**config.mk**
```make
export PLATFORM = sky130hd
export DESIGN_NAME = fetch_queue
export DESIGN_NICKNAME = d
export VERILOG_FILES = /design/src/rtl/fetch_queue.sv
export SDC_FILE = /design/constraint.sdc
export NUM_CORES = 1
export LEC_CHECK = 0
export CAP_MARGIN = 20
export CORE_MARGIN = 2
export CORE_UTILIZATION = 41
export DETAILED_ROUTE_END_ITERATION = 10
export PLACE_DENSITY_LB_ADDON = 0.12
export SYNTH_ARGS = -nofsm -noshare
export SYNTH_HDL_FRONTEND = slang
export SYNTH_SLANG_ARGS = --single-unit
```
**constraint.sdc**
```tcl
create_clock -name clk -period 15.7 [get_ports clk]
set_input_delay 1.57 -clock clk [delete_from_list [all_inputs] [get_ports clk]]
set_output_delay 1.57 -clock clk [all_outputs]
set_load 0.02 [all_outputs]
```
**src/rtl/fetch_queue.sv**
```systemverilog
// Instruction-fetch front end: owns the fetch PC, issues sequential cache reads,
// buffers {instruction, pc} pairs in a small FIFO and flushes on redirect.
module fetch_queue #(
  parameter int DEPTH      = 4,
  parameter int ADDR_WIDTH = 64,
  parameter int INSN_WIDTH = 32
) (
  input  logic                       clk,
  input  logic                       reset,
  input  logic [ADDR_WIDTH-1:0]      entry,
  output logic                       instruction_read,
  output logic [ADDR_WIDTH-1:0]      instruction_address,
  input  logic                       instruction_busy,
  input  logic [INSN_WIDTH-1:0]      instruction_response,
  input  logic                       redirect,
  input  logic [ADDR_WIDTH-1:0]      redirect_pc,
  output logic                       out_valid,
  output logic [INSN_WIDTH-1:0]      out_instruction,
  output logic [ADDR_WIDTH-1:0]      out_pc,
  input  logic                       out_ready,
  output logic [$clog2(DEPTH):0]     occupancy
);

  localparam int PW = $clog2(DEPTH);
  localparam int CW = PW + 1;
  localparam logic [CW-1:0] FULL_COUNT = CW'(DEPTH);

  typedef enum logic [1:0] {IDLE, FETCH, FULL} state_t;

  state_t                state, state_next;
  logic [ADDR_WIDTH-1:0] pc, pc_next;
  logic [PW-1:0]         head, tail;
  logic [CW-1:0]         count, count_next;
  logic                  push, pop, flush;

  logic [INSN_WIDTH-1:0] insn_mem [DEPTH];
  logic [ADDR_WIDTH-1:0] pc_mem   [DEPTH];

  // Redirect outranks both push and pop; the response of that cycle is dropped.
  always_comb begin
    flush            = 1'b0;
    push             = 1'b0;
    pop              = 1'b0;
    out_valid        = 1'b0;
    instruction_read = 1'b0;
    count_next       = count;
    state_next       = state;
    pc_next          = pc;

    flush            = redirect && (state != IDLE);
    instruction_read = (state == FETCH);
    push             = (state == FETCH) && !instruction_busy && !redirect;
    out_valid        = (count != '0) && !redirect;
    pop              = out_valid && out_ready;

    case ({push, pop})
      2'b10:   count_next = count + CW'(1);
      2'b01:   count_next = count - CW'(1);
      default: count_next = count;
    endcase

    case (state)
      IDLE: begin
        pc_next    = entry;
        state_next = FETCH;
      end
      FETCH: begin
        if (push) pc_next = pc + ADDR_WIDTH'(4);
        if (count_next == FULL_COUNT) state_next = FULL;
      end
      FULL: begin
        if (pop) state_next = FETCH;
      end
      default: state_next = IDLE;
    endcase

    if (flush) begin
      count_next = '0;
      pc_next    = redirect_pc;
      state_next = FETCH;
    end
  end

  always_ff @(posedge clk or posedge reset) begin
    if (reset) begin
      state <= IDLE;
      pc    <= '0;
      count <= '0;
      head  <= '0;
      tail  <= '0;
    end else begin
      state <= state_next;
      pc    <= pc_next;
      count <= count_next;
      if (flush) begin
        head <= '0;
        tail <= '0;
      end else begin
        if (pop)  head <= head + PW'(1);
        if (push) tail <= tail + PW'(1);
      end
    end
  end

  // Storage is cleared on reset so the head outputs read as zero while empty.
  always_ff @(posedge clk or posedge reset) begin
    if (reset) begin
      for (int i = 0; i < DEPTH; i++) begin
        insn_mem[i] <= '0;
        pc_mem[i]   <= '0;
      end
    end else if (push) begin
      insn_mem[tail] <= instruction_response;
      pc_mem[tail]   <= pc;
    end
  end

  assign instruction_address = pc;
  assign out_instruction     = insn_mem[head];
  assign out_pc              = pc_mem[head];
  assign occupancy           = count;

  no_push_when_full: assert property (
    @(posedge clk) disable iff (reset) !(push && (count == FULL_COUNT))
  );

endmodule

```
==> results of run 1 <==
==> cell families after synthesis <==
| group | share of synthesized area (%) |
|---|---|
| multiplexers | 28.82 |
| flip-flops | 51.89 |
| AND/OR/NAND/NOR | 7.086 |
| AO/OA/AOI/OAI | 6.842 |
| buffers and inverters | 3.696 |
| XOR/XNOR | 1.232 |
| adder cells (fa/ha/maj) | 0.4315 |
==> final cells by class <==
class	count	area, um2
repair buffers	352	3478
clock inverters	14	191.4
diodes	4	10.01
flip-flops and latches	457	11440
fillers	4581	25500
multi-input cells	1074	9839
well taps	688	860.8
inverters	12	52.55
clock buffers	78	1486
==> worst min-delay path by stage <==
stage | depth (start not counted) | from | to | slack, ns
5_1_grt | 2 | pc_mem[102] | pc_mem[102] | 0.49
2_1_floorplan | 2 | pc_mem[102] | pc_mem[102] | 0.44
3_3_place_gp | 2 | pc_mem[223] | pc_mem[223] | 0.46
4_1_cts | 2 | pc_mem[102] | pc_mem[102] | 0.48
6_report | 2 | pc_mem[34] | pc_mem[34] | 0.48
3_5_place_dp | 2 | pc_mem[102] | pc_mem[102] | 0.47
==> power groups by stage <==
stage	clock network [mW]	logic, mW	registers [mW]
2_1_floorplan	0	1.36	1.99
3_3_place_gp	0	2.02	2.09
3_5_place_dp	0	2.06	2.12
4_1_cts	1.24	2.07	2.10
5_1_grt	1.29	2.18	2.18
6_report	1.20	2.04	2.10
==> synth_stat cells, drive strengths merged, types with 15 or more instances <==
cell type / n
o21ai: 83
a211oi: 16
nor2: 71
mux2: 364
mux4: 96
nand2: 108
nand4: 21
buf: 81
nor3: 17
dfrtp: 457
nand3: 53
xnor2: 15
a21oi: 71
xor2: 16
and3: 19
clkbuf: 71
==> routing by layer <==
layer | vias up | routed length (um) | part of all wire, % | global-route usage, %
li1 | 6802 | - | - | -
met1 | 7926 | 27870 | 44 | 31.83
met2 | 440 | 30050 | 47 | 36.60
met3 | 97 | 3811 | 6.0 | 4.283
met4 | 6 | 1616 | 2.5 | 7.238
met5 | - | 41 | 0.065 | 0
==> registers in the layout, indices dropped and copies added, names as in the netlist <==
register,count
state,2
instruction_address,64
insn_mem,128
occupancy,3
head,2
tail,2
pc_mem,256
==> cells in the final DEF, fill, tap and decap left out, types with 6 or more instances in the layout <==
| cell type | instances |
|---|---|
| dfrtp_1 | 455 |
| mux2_2 | 364 |
| clkdlybuf4s50_1 | 329 |
| nand2_1 | 104 |
| mux4_2 | 96 |
| o21ai_0 | 81 |
| a21oi_1 | 71 |
| nor2_1 | 69 |
| nand3_1 | 53 |
| clkbuf_16 | 50 |
| buf_4 | 22 |
| nand4_1 | 20 |
| and3_1 | 17 |
| nor3_1 | 16 |
| xor2_1 | 16 |
| a211oi_1 | 16 |
| xnor2_1 | 15 |
| clkbuf_1 | 15 |
| clkbuf_8 | 13 |
| inv_1 | 9 |
| mux2i_1 | 9 |
| and4_1 | 9 |
| a221o_1 | 9 |
| o211ai_1 | 7 |
| a31oi_1 | 6 |
| nor4_1 | 6 |
| a22o_1 | 6 |
| a211o_1 | 6 |
| ha_1 | 6 |
| clkinv_2 | 6 |
==> worst min-delay path, stage by stage, from the launching register on <==
cell and delay (ns):
dfrtp_1 0.34, nand2_1 0.05, o21ai_0 0.06
==> through the flow <==
| stage | cells | hold slack, ns | setup WS, ns | utilization, % | power [mW] |
|---|---|---|---|---|---|
| CTS | 2674 | 0.4801 | 10.49 | 51.70 | 5.405 |
| floorplan | 1696 | 0.4446 | 1.390 | - | 3.347 |
| finish | 2679 | 0.4808 | 10.60 | 51.76 | 5.341 |
| global route | 2679 | 0.4926 | 10.41 | 51.76 | 5.643 |
| detailed placement | 2582 | 0.4664 | 10.51 | 48.53 | 4.179 |
| global placement | 2582 | 0.4569 | 10.61 | 48.53 | 4.107 |
==> metrics.cfg, run 1 <==
[timing]
setup-violations-final=0
fmaxAchievable_ghz=0.1959
fin_tns_setup_ns=0
rsz0062_at_grt=false
finalHoldViolations=0
max-slew-margin-rel_pct=27.21
fin_worst_skew_ns=0.01392
timing.final.crit_share_pct=32.52
period_needed_ns=5.105
slew_violations=0
tightestPinTransition_ns=1.092

[die]
core_area_um2=52870
die-area_um2=55620
rows=84
fp.dieW_um=235.8
die_y_um=235.8
start_util_pct=41.69
io_pins=330

[setup_path]
required_ns=14.13
critical_path.max_fanout=53
worstSetupPathType=reg2out
rrSetupSlack_ns=11.42
rr_startpoint=state[1]
critPathCaptureType=primary output
crit_path_start_kind=register
cp.arrival_ns=3.53
endpoint=out_pc[30]
crit_family=buffers and inverters
cp.depth=3
slowest_delay_ns=1.15
rr_endpoint=state[0]
rr_worst_depth=14
crit_chain=buf_4, mux4_2, clkdlybuf4s50_1
cpMaxStageDelayCell=dfrtp_4
cp_num_buf_inv=2
crit_start=head[1]

[drt]
via_count=15271
wire_per_inst_um=23.66
vias_per_cell=5.700
dr.first_iter.drc_count=1044
drt-pass1-iter-count=5
drc=0
routed_wl_um=63390
postRouteAntennaNets=0

[run_status]
status=completed

[pwr]
seq_power_share_pct=39.3
power_density_nw_per_um2=195.2
peakVddDrop_uv=92.55
switching_share_pct=33.67
p_int_mw=3.542
leakage_nw=11.32
pwr-share-clk_pct=22.5
p_switching_mw=1.798
pwr-share-comb_pct=38.1

[worst_hold_path]
worst_hold_path_type=reg2reg

[global_route]
track_usage_pct=22.95
grt_overflow=0
grt_max_degree=131
grt_pass1_vias=15630
grt_pass1_wl_um=98010
grt_antenna_before_repair=7

[clock_network]
cts.repair.resized=0
insertion_delay_ns=0.59
clock-sinks=457
ctsHoldBuffers=0
clk_pin_slew_ns=0.06
cts_root_buffer=clkbuf_16
numCtsBuffers=50
cts_buffer_depth=3
cts_setup_buffers=0
cts_tree=yes
htree_levels=2

[synthesis]
ys_seq_elements=457
synth.avg_cell_area_um2=12.99
syn_nets=1868
syn_inst=1696
ys_dominant_reg_cell=dfrtp_1
ys_types=70
synth_area_um2=22040
synth_area_leader_cell=dfrtp_1
synthArstFlopShare_pct=100.0
ys_seq_area_share_pct=51.89
synth_top_area_share_pct=51.89
synth_edf_count=0
synth_area_leaders=dfrtp_1 52%, mux2_2 19%, mux4_2 9.8%, o21ai_0 1.9%, nand2_1 1.8%
yosysWarnings=0

[finish]
syn_to_final_growth_pct=24.16
drive_above_1_share_pct=29.44
final_nets=2119
final_area_um2=27360

[run]
drv_cap=0

[placement]
portBuffers=329
gp_congestion=0.8131
placed_area_um2=25650
dpl.hpwl_um=40730

(Power assumes the default switching activity.)
==> run 2, diff against run 1 <==
==> constraint.sdc (replaced) <==
create_clock -name clk -period 4.8 [get_ports clk]
set_input_delay 0.48 -clock clk [delete_from_list [all_inputs] [get_ports clk]]
set_output_delay 0.48 -clock clk [all_outputs]
set_load 0.02 [all_outputs]
==> run 2 against run 1 <==
  * Combinational power grew to 3.3 times the previous value
  * Clock skew grew 0.0028 ns
  * Sequential power grew to 3.3 times the previous value
  * Design area grew 0.45%
  * Clock power grew to 3.2 times the previous value
  * Cell count grew 0.37%
  * Die area is the same
  * Highest routed layer unchanged
==> metrics.cfg, run 2 (synthesis results as in run 1) <==
[clock_network]
cts_buffer_depth=3  ; unchanged
cts_root_buffer=clkbuf_16
clk_pin_slew_ns=0.06  ; about the same
clock-sinks=457  ; unchanged
ctsHoldBuffers=0  ; unchanged
cts_setup_buffers=0  ; unchanged
cts.repair.resized=0  ; unchanged
cts_tree=yes
numCtsBuffers=51  ; +2.0%
insertion_delay_ns=0.59  ; about the same
htree_levels=2  ; unchanged

[finish]
fillCellCount=4592  ; +0.24%
drive_above_1_share_pct=29.66  ; +0.22 points
final_cell_mix=455 x dfrtp_1, 364 x mux2_2, 329 x clkdlybuf4s50_1
postLayoutCoreUtil_pct=51.99  ; +0.23 points
regMostFlops=pc_mem
final_nets=2131  ; +0.57%
syn_to_final_growth_pct=24.72
layout_commonest_cell=dfrtp_1
largest_reg_flops=256  ; unchanged

[timing]
fin_worst_skew_ns=0.01670  ; +0.002783 ns
tightestPinTransition_ns=0.9473  ; -0.1445 ns
finalHoldViolations=0  ; unchanged
fmaxAchievable_ghz=0.2770
timing.final.crit_share_pct=75.21
rsz0062_at_grt=false
fin_hold_ws_ns=0.4007  ; -0.08016 ns
setup-violations-final=0  ; unchanged
period_needed_ns=3.610
slew_violations=0  ; unchanged
max-slew-margin-rel_pct=36.84  ; +9.6 points

[run]
drv_cap=0  ; unchanged

[global_route]
grt_use_met1_pct=30.76  ; -1.1 points
use_met3_pct=5.173  ; +0.89 points
track_usage_pct=22.76  ; -0.19 points
grt_busiest_layer=met2
grt_overflow=0  ; unchanged
grt_pass1_wl_um=97570  ; -0.45%
grt_antenna_before_repair=7  ; unchanged
grt_max_degree=133  ; +1.5%
grt_pass1_vias=16014  ; +2.5%
use_met2_pct=36.24  ; -0.37 points

[die]
io_pins=330  ; unchanged
die_y_um=235.8  ; unchanged
rows=84  ; unchanged
die-area_um2=55620  ; unchanged
core_area_um2=52870  ; unchanged
start_util_pct=41.69  ; unchanged
fp.dieW_um=235.8  ; unchanged

[drt]
dr.first_iter.drc_count=998  ; -4.4%
drt-pass1-iter-count=5  ; unchanged
via_count=15290  ; +0.12%
wire_per_inst_um=23.51  ; -0.66%
postRouteAntennaNets=0  ; unchanged
routed_wl_um=63210  ; -0.29%
vias_per_cell=5.686  ; -0.25%
drc=0  ; unchanged

[placement]
gp_congestion=0.8271  ; +1.7%
dpl.hpwl_um=41200  ; +1.2%
portBuffers=329  ; unchanged

[setup_path]
rr_worst_depth=15  ; +1
rr_startpoint=state[1]
critPathCaptureType=primary output
worstSetupPathType=reg2out
crit_path_start_kind=register
rrSetupSlack_ns=1.62  ; -9.80 ns
required_ns=4.32  ; -9.81 ns
rr_endpoint=state[0]
critical_path.max_fanout=34  ; -36%
cp.arrival_ns=3.13  ; -0.40 ns

[worst_hold_path]
worst_hold_path_type=in2async

[pwr]
power_density_nw_per_um2=632.8  ; +220%
peakVddDrop_uv=298.2  ; +220%
leakage_nw=11.36  ; +0.40%

[run_status]
status=completed

-- run 2: cell types whose count changed in the layout (fill, tap and decap cells not counted), sizes merged --
cell,delta
buf,+11
bufinv,-2
clkinvlp,+2
diode,+1
inv,-2
-- run 2: power breakdown --
part,switching (mW),internal (mW)
Clock,1.59,2.23
Sequential,1.36,5.56
Combinational,2.94,3.72
-- run 2: critical path: stages, from the launching register on --
cell and delay, ns:
dfrtp_4 0.95, buf_12 0.36, mux4_2 0.55, clkdlybuf4s50_1 0.61
-- run 2: per-stage QoR --
stage | power (mW) | setup slack [ns] | setup TNS (ns) | cell area, um2 | cells
2_1_floorplan | 10.95 | -1.863 | -851.41 | 22040 | 1696
3_3_place_gp | 13.47 | 1.196 | 0 | 25850 | 2594
3_5_place_dp | 13.69 | 1.141 | 0 | 25850 | 2594
4_1_cts | 17.57 | 1.092 | 0 | 27470 | 2684
5_1_grt | 18.36 | 1.021 | 0 | 27490 | 2689
6_report | 17.39 | 1.190 | 0 | 27490 | 2689
-- run 2: worst max path at each step --
stage	startpoint	to	slack (ns)	cells after the start
global route	head[0]	out_pc[32]	1.02	3
floorplan	reset	head[0]	-1.86	1
CTS	head[0]	out_pc[15]	1.09	3
global placement	redirect	state[0]	1.20	16
detailed placement	redirect	state[0]	1.14	16
finish	head[0]	out_pc[15]	1.19	3
-- run 2: area by class of cell --
type | instances | area, um2 | area share (%)
inverters | 12 | 48.80 | 0.1775
clock inverters | 12 | 130.1 | 0.4734
diodes | 5 | 12.51 | 0.04552
clock buffers | 78 | 1489 | 5.417
repair buffers | 363 | 3661 | 13.32
multi-input cells | 1074 | 9839 | 35.80
flip-flops and latches | 457 | 11440 | 41.64
well taps | 688 | 860.8 | 3.132
-- run 2: routing by layer --
metal  up-vias  wire (um)  part of all wire [%]
li1       6793          -                     -
met4         4       1709                   2.7
met5         -         26                 0.041
met3       103       3780                   6.0
met1      7930      27690                    44
met2       460      29990                    47
==> run 3, diff against run 2 <==
==> constraint.sdc (replaced) <==
create_clock -name clk -period 3.31 [get_ports clk]
set_input_delay 0.331 -clock clk [delete_from_list [all_inputs] [get_ports clk]]
set_output_delay 0.331 -clock clk [all_outputs]
set_load 0.02 [all_outputs]
==> run 3 against run 2 <==
  * Clock skew shrank 0.0039 ns
  * Routed wire length up 0.34%
  * Flip-flop and latch count unchanged
  * Design area rose by 1.6%
  * Largest cell class unchanged
  * First-iteration DRC count fell by 3.1%
  * Critical path depth did not move
  * Clock power increased by 46%
  * Hold slack got worse by 0.35 ns
  * Combinational power grew 52%
  * Via count up 0.82%
==> metrics.cfg, run 3 (synthesis results as in run 1) <==
[run_status]
status=completed

[finish]
final_area_um2=27920  ; +1.6%
largest_reg_flops=256  ; unchanged
fillCellCount=4532  ; -1.3%
drive_above_1_share_pct=30.84  ; +1.2 points
multi_input_area_um2=9839  ; unchanged
final_nets=2166  ; +1.6%
regMostFlops=pc_mem
postLayoutCoreUtil_pct=52.81  ; +0.82 points
seq_area_um2=11440  ; unchanged
final_cell_mix=455 x dfrtp_1, 364 x mux2_2, 329 x clkdlybuf4s50_1
syn_to_final_growth_pct=26.68
layout_commonest_cell=dfrtp_1
final_cells=2722  ; +1.2%

[setup_path]
crit_start=head[1]
rrSetupSlack_ns=0.55  ; -1.07 ns
rr_worst_depth=7  ; -8
crit_path_start_kind=register
rr_endpoint=instruction_address[54]
cpMaxStageDelayCell=dfrtp_4
slowest_delay_ns=0.64  ; -0.31 ns
critPathCaptureType=primary output
crit_chain=buf_12, mux4_2, clkdlybuf4s50_1
cp_num_buf_inv=2  ; unchanged
rr_startpoint=instruction_address[2]
cp.arrival_ns=2.71  ; -0.42 ns
crit_family=buffers and inverters
critical_path.max_fanout=62  ; +82%
worstSetupPathType=reg2out
required_ns=2.98  ; -1.34 ns

[timing]
max-slew-margin-rel_pct=37.57  ; +0.73 points
timing.final.crit_share_pct=91.83
fin_tns_setup_ns=0  ; unchanged
slew_violations=0  ; unchanged
rsz0062_at_grt=false
tightestPinTransition_ns=0.9364  ; -0.01089 ns
fin_worst_skew_ns=0.01285  ; -0.003853 ns
setup_ws_ns=0.2705  ; -0.9192 ns
fin_hold_ws_ns=0.05427  ; -0.3464 ns
fmaxAchievable_ghz=0.3290
finalHoldViolations=0  ; unchanged
setup-violations-final=0  ; unchanged
period_needed_ns=3.040

[die]
start_util_pct=41.69  ; unchanged
rows=84  ; unchanged
io_pins=330  ; unchanged
die-area_um2=55620  ; unchanged
die_y_um=235.8  ; unchanged
fp.dieW_um=235.8  ; unchanged
core_area_um2=52870  ; unchanged

[placement]
portBuffers=329  ; unchanged
placed_area_um2=26270  ; +1.6%
placed_cells=2628  ; +1.3%
post-place-ws_ns=0.2949  ; -0.8458 ns
dpl.hpwl_um=42560  ; +3.3%
gp_congestion=0.8250  ; -0.25%

[global_route]
grt_pass1_wl_um=99240  ; +1.7%
grt_pass1_vias=16275  ; +1.6%
track_usage_pct=23.10  ; +0.34 points
grt_overflow=0  ; unchanged
grt_max_degree=137  ; +3.0%
grt_antenna_before_repair=4  ; -3

[clock_network]
clk_pin_slew_ns=0.06  ; about the same
htree_levels=2  ; unchanged
cts_root_buffer=clkbuf_16
ctsHoldBuffers=0  ; unchanged
cts_tree=yes
insertion_delay_ns=0.59  ; about the same
clock-sinks=457  ; unchanged
cts.repair.resized=0  ; unchanged
cts_buffer_depth=3  ; unchanged
cts_setup_buffers=0  ; unchanged
numCtsBuffers=52  ; +2.0%

[pwr]
leakage_nw=11.62  ; +2.3%
power_mw=25.50  ; +47%
power_density_nw_per_um2=913.2  ; +44%
peakVddDrop_uv=398.3  ; +34%

[run]
drv_cap=0  ; unchanged

[drt]
via_count=15416  ; +0.82%
postRouteAntennaNets=0  ; unchanged
drc=0  ; unchanged
routed_wl_um=63420  ; +0.34%
wire_per_inst_um=23.30  ; -0.88%
drt-pass1-iter-count=5  ; unchanged
vias_per_cell=5.663  ; -0.40%
dr.first_iter.drc_count=967  ; -3.1%

[worst_hold_path]
worst_hold_path_type=in2async

run 3: changes by cell type in the layout (fill, tap and decap cells not counted), sizes merged:
| cell | change |
|---|---|
| clkinvlp | -1 |
| clkbuf | +7 |
| bufinv | -1 |
| clkinv | -1 |
| diode | -4 |
| buf | +34 |
| inv | -1 |
run 3: how the worst max path moves through the flow:
stage                            end  cells past startpoint
after floorplan              head[0]                      1
after global placement      state[0]                     13
after detailed placement    state[0]                     13
after CTS                 out_pc[31]                      3
after global routing      out_pc[31]                      3
final                     out_pc[38]                      3
run 3: per-layer routing:
layer  up-vias  global-route usage (%)  routed length [um]
met5         -                       0                  37
li1       6869                       -                   -
met3       126                   5.184                4155
met4         6                   8.010                1958
met2       493                   36.69               29520
met1      7922                   31.28               27750
run 3: report_power, final:
group	total [mW]	internal [mW]	switching, mW	leakage, nW
Combinational	10.1	5.54	4.57	5.20
Sequential	9.79	8.07	1.72	5.61
Clock	5.59	3.30	2.29	0.807
Total	25.5	16.9	8.58	11.6
run 3: cell type report:
type                    count  area share, %
clock inverters             8         0.2420
flip-flops and latches    457          40.99
repair buffers            397          14.61
well taps                 688          3.083
multi-input cells        1074          35.24
inverters                  12         0.1748
clock buffers              85          5.647
diodes                      1       0.008963
